--- config.mk ---
export PLATFORM = sky130hd
export DESIGN_NAME = vga_timing_gen
export DESIGN_NICKNAME = d
export VERILOG_FILES = /design/src/rtl/vga_timing_gen.sv
export SDC_FILE = /design/constraint.sdc
export NUM_CORES = 1
export LEC_CHECK = 0
export BUFFER_PORTS_ARGS = -buffer_cell sky130_fd_sc_hd__buf_2
export CORE_MARGIN = 10
export CORE_UTILIZATION = 40
export DETAILED_ROUTE_END_ITERATION = 16
export GPL_ROUTABILITY_DRIVEN = 0
export SYNTH_ARGS = -nofsm -noshare
export SYNTH_HDL_FRONTEND = slang
export SYNTH_SLANG_ARGS = --single-unit
export TNS_END_PERCENT = 1
--- constraint.sdc ---
create_clock -name sys_clk -period 2.57 [get_ports sys_clk]
set_clock_uncertainty 0.05 [all_clocks]
set_input_delay 0 -clock sys_clk [delete_from_list [all_inputs] [get_ports sys_clk]]
set_output_delay 0 -clock sys_clk [all_outputs]
set_load 0.02 [all_outputs]
--- src/rtl/vga_timing_gen.sv ---
// vga_timing_gen
//   Parametrised VGA raster timing generator. A single h/v counter pair
//   drives hsync, vsync, data-enable, raw pixel coordinates, line/frame
//   strobes and an optional frame counter. Timing advances only on cycles
//   where pix_ce is high; every output comes from one register stage.
//
//   Optional feature macro: VGA_TIMING_FRAME_CNT_EN
//     defined   - frame_cnt counts frame_start strobes (modulo 2^FRAME_W)
//     undefined - frame_cnt is tied to 0
//
// Ports
//   sys_clk     in   system clock, rising edge
//   sys_rst     in   synchronous active-high reset, priority over pix_ce
//   pix_ce      in   pixel clock-enable
//   hsync_out   out  horizontal sync, active level HS_POL
//   vsync_out   out  vertical sync, active level VS_POL
//   de_out      out  high inside the active area
//   x_out       out  raw horizontal count
//   y_out       out  raw vertical count
//   line_start  out  one-sys_clk strobe at h=0
//   frame_start out  one-sys_clk strobe at h=0, v=0
//   frame_cnt   out  frames started, modulo 2^FRAME_W
module vga_timing_gen #(
    parameter int unsigned H_ACTIVE = 800,
    parameter int unsigned H_FP     = 56,
    parameter int unsigned H_SYNC   = 120,
    parameter int unsigned H_BP     = 64,
    parameter int unsigned V_ACTIVE = 600,
    parameter int unsigned V_FP     = 37,
    parameter int unsigned V_SYNC   = 6,
    parameter int unsigned V_BP     = 23,
    parameter bit          HS_POL   = 1'b1,
    parameter bit          VS_POL   = 1'b1,
    parameter int unsigned CW       = 11,
    parameter int unsigned FRAME_W  = 8
) (
    input  logic               sys_clk,
    input  logic               sys_rst,
    input  logic               pix_ce,
    output logic               hsync_out,
    output logic               vsync_out,
    output logic               de_out,
    output logic [CW-1:0]      x_out,
    output logic [CW-1:0]      y_out,
    output logic               line_start,
    output logic               frame_start,
    output logic [FRAME_W-1:0] frame_cnt
);

    localparam int unsigned H_TOTAL = H_ACTIVE + H_FP + H_SYNC + H_BP;
    localparam int unsigned V_TOTAL = V_ACTIVE + V_FP + V_SYNC + V_BP;

    // Inclusive bounds so no constant ever needs to hold H_TOTAL itself.
    localparam logic [CW-1:0] H_LAST     = CW'(H_TOTAL - 1);
    localparam logic [CW-1:0] V_LAST     = CW'(V_TOTAL - 1);
    localparam logic [CW-1:0] H_ACT_LAST = CW'(H_ACTIVE - 1);
    localparam logic [CW-1:0] V_ACT_LAST = CW'(V_ACTIVE - 1);
    localparam logic [CW-1:0] HS_FIRST   = CW'(H_ACTIVE + H_FP);
    localparam logic [CW-1:0] HS_LAST    = CW'(H_ACTIVE + H_FP + H_SYNC - 1);
    localparam logic [CW-1:0] VS_FIRST   = CW'(V_ACTIVE + V_FP);
    localparam logic [CW-1:0] VS_LAST    = CW'(V_ACTIVE + V_FP + V_SYNC - 1);

    logic [CW-1:0] h_cnt_q, h_cnt_d;
    logic [CW-1:0] v_cnt_q, v_cnt_d;
    logic          de_d, hsync_d, vsync_d, line_start_d, frame_start_d;

    always_comb begin
        h_cnt_d       = h_cnt_q + CW'(1);
        v_cnt_d       = v_cnt_q;
        if (h_cnt_q == H_LAST) begin
            h_cnt_d = '0;
            v_cnt_d = (v_cnt_q == V_LAST) ? '0 : v_cnt_q + CW'(1);
        end

        // Output values decoded from the pre-increment counts.
        de_d          = (h_cnt_q <= H_ACT_LAST) && (v_cnt_q <= V_ACT_LAST);
        hsync_d       = ((h_cnt_q >= HS_FIRST) && (h_cnt_q <= HS_LAST)) ? HS_POL : ~HS_POL;
        vsync_d       = ((v_cnt_q >= VS_FIRST) && (v_cnt_q <= VS_LAST)) ? VS_POL : ~VS_POL;
        line_start_d  = pix_ce && (h_cnt_q == '0);
        frame_start_d = pix_ce && (h_cnt_q == '0) && (v_cnt_q == '0);
    end

    always_ff @(posedge sys_clk) begin
        if (sys_rst) begin
            h_cnt_q     <= '0;
            v_cnt_q     <= '0;
            de_out      <= 1'b0;
            hsync_out   <= ~HS_POL;
            vsync_out   <= ~VS_POL;
            x_out       <= '0;
            y_out       <= '0;
            line_start  <= 1'b0;
            frame_start <= 1'b0;
        end else begin
            // Strobes reload every cycle so they can never stretch.
            line_start  <= line_start_d;
            frame_start <= frame_start_d;
            if (pix_ce) begin
                h_cnt_q   <= h_cnt_d;
                v_cnt_q   <= v_cnt_d;
                de_out    <= de_d;
                hsync_out <= hsync_d;
                vsync_out <= vsync_d;
                x_out     <= h_cnt_q;
                y_out     <= v_cnt_q;
            end
        end
    end

`ifdef VGA_TIMING_FRAME_CNT_EN
    logic [FRAME_W-1:0] frame_cnt_q;

    always_ff @(posedge sys_clk) begin
        if (sys_rst) begin
            frame_cnt_q <= '0;
        end else if (frame_start_d) begin
            frame_cnt_q <= frame_cnt_q + FRAME_W'(1);
        end
    end

    assign frame_cnt = frame_cnt_q;
`else
    assign frame_cnt = '0;
`endif

endmodule

==> impl_metrics.toml <==
[grt]
antenna_found_initial = 0
grt_max_degree = 32
grt_pass1_wl_um = 8800
overflow = 0
track_usage_pct = 10.9
grt_pass1_vias = 1732

[critical_path]
rr_endpoint = "v_cnt_q[5]"
rrSetupSlack_ps = 480
startpoint = "h_cnt_q[0]"
worstRegToRegCells = 5
crit_fanout = 10
crit_end = "v_cnt_q[5]"
required_ps = 2760
r2r_start = "h_cnt_q[0]"
crit_arrival_ps = 2280
cp-start-kind = "register"
worstSetupPathType = "reg -> reg"
endpoint_kind = "register"

[timing]
min_period_ps = 2090
maxSlewViolCount = 0
whs_ps = 24.1
timing.fmax_mhz = 478
setup-violations-final = 0
finalCritPeriodShare_pct = 81.5
rsz0062_at_grt = "false"
finalHoldViolCount = 0
maxSlewHeadroom_pct = 54.3
fin_setup_tns_ps = 0
tightest_slew_ps = 676

[final_layout]
multi_input_comb_area_sq_mm = 0.00126
drive_above_1_share_pct = 16.0
syn_to_final_growth_pct = 8.63
n_fill_cell = 593
layout_common_cells = "dfxtp_1, nor2_1, buf_2"
nets = 291
layout.cells.most_common = "dfxtp_1"
antenna_cells = 0
register_area_sq_um = 981

[routing]
dr.max_layer_used = "met4"
wire_per_inst_um = 14.9
wl_met1_um = 2490
wl_met2_um = 2450
routed_wl_um = 5310
drt-initial-drc-count = 156
drc = 0
ant_nets = 0
vias = 1870
drtPass1Iterations = 4
met3WireLength_um = 279
drt-vias-per-instance = 5.24

[die]
num_rows = 28
die_width_um = 97.6
die_h_um = 97.6
design.core.area_sq_mm = 0.00589
fp.dieArea_sq_mm = 0.00952
io_pins = 38
start_util_pct = 40.9

[synth]
mappedNetlistArea_sq_mm = 0.00241
synth_seq_area_share_pct = 40.8
synthCells = 269
yosys_warnings = 0
yosys.cell_types.count = 50
synth.avg_cell_area_sq_um = 8.94
ys_ff_latch = 49

[clocking]
clkSinkCount = 49
post_cts_resized = 0
hold_buffers = 0
cts_buffer_depth = 2
path_clk_slew_ps = 90
postCtsSetupRepairBufs = 0
htreeDepth = 2
root_buffer = "clkbuf_8"
clk_latency_ps = 300
cts_made_buffers = 5
cts_tree = "yes"

[power]
p_total_w = 0.00138
powerDensity_mw_per_mm2 = 527
cellLeakagePower_nw = 1.09
max-vdd-ir-drop_mv = 0.274

[hold_path]
hold_path_depth = 3
hold_class = "in -> reg"

[status]
status = "finished clean"

[placement]
hpwl_um = 3850
port_buffers = 29

[run]
max-cap-violations = 0
-- cells in the mapped netlist (all sizes together) --
cell type  instances  area, sq um
nand3              8         45.0
and4               2         17.5
and3               4         25.0
ha                 6         75.1
dfxtp             49          981
o21ai              6         30.0
nand2b             3         18.8
xnor2              6         52.6
a211o              1         8.76
nand4              8         56.3
nor2b              1         6.26
a32o               1         10.0
or4b               1         13.8
o311a              1         10.0
nand2             14         52.6
or4                5         37.5
clkbuf            11         41.3
mux2i             22          220
o311ai             2         17.5
nor4bb             1         10.0
nor4b              2         32.5
o21a               1         7.51
o32ai              1         8.76
xor2               6         52.6
a41o               1         10.0
a21oi             12         60.1
or3                5         32.5
buf               20          128
o31ai              5         37.5
conb               1         3.75
nor3b              1         7.51
nor2              38          143
a211oi             1         7.51
nor4               4         31.3
nand4b             1         8.76
or2b               1         7.51
and2               2         12.5
inv                7         26.3
a311oi             1         8.76
nor3               7         51.3
-- state kept, by name, indices dropped and copies added, names as in the netlist --
signal / count
h_cnt_q: 11
v_cnt_q: 11
x_out: 11
y_out: 11
de_out: 1
frame_start: 1
hsync_out: 1
line_start: 1
vsync_out: 1
-- metrics by stage --
step,utilization (%),cell area [sq um],cells,setup slack (ps)
after global placement,42.6,2510,350,564
after floorplan,-,2430,276,730
after global routing,44.4,2610,357,282
after CTS,44.4,2610,357,483
after detailed placement,42.6,2510,350,486
final,44.4,2610,357,477
-- worst min path at each step --
stage            start     endpoint  slack, ps
4_1_cts         pix_ce     x_out[4]         20
6_report        pix_ce     x_out[4]         20
3_3_place_gp    pix_ce     x_out[4]        330
3_5_place_dp    pix_ce     x_out[4]        340
2_1_floorplan  sys_rst  v_cnt_q[10]        130
5_1_grt         pix_ce     x_out[4]         30
-- area by class of cell --
cell class	count	share of cell area [%]
clock inverters	2	1.34
multi-input cells	189	48.1
repair buffers	30	5.84
inverters	7	1.01
well taps	75	3.59
clock buffers	5	2.63
flip-flops and latches	49	37.5
-- critical path: stages (launching register included) --
cell,delay (ps)
dfxtp_1,420
ha_1,280
and4_1,380
nand3_2,210
or4_1,550
a21oi_1,150
-- cell families (layout without fill, tap and decap cells) --
| group | after synthesis | in the layout | share of synthesized area (%) |
|---|---|---|---|
| DFF | 49 | 49 | 40.8 |
| buffers and inverters | 38 | 44 | 8.11 |
| and+or+nand+nor | 108 | 108 | 25.3 |
| adders and majority gates | 6 | 6 | 3.12 |
| AOI/OAI and AO/OA | 33 | 33 | 9.00 |
| xor gates and xnor gates | 12 | 12 | 4.37 |
| other | 1 | 8 | 0.156 |
| muxes | 22 | 22 | 9.15 |
-- power by group --
part           switching (W)  internal (W)
combinational      0.0000496     0.0000205
sequential        0.00000509      0.000765
clock               0.000254      0.000283
-- metal layers --
| metal | global-route usage [%] | vias to the layer above |
|---|---|---|
| met1 | 14.3 | 866 |
| met3 | 3.20 | 5 |
| met4 | 4.14 | 0 |
| li1 | - | 950 |
| met5 | 0 | - |
| met2 | 16.5 | 49 |
No activity file was read; power rests on OpenSTA's default activity.
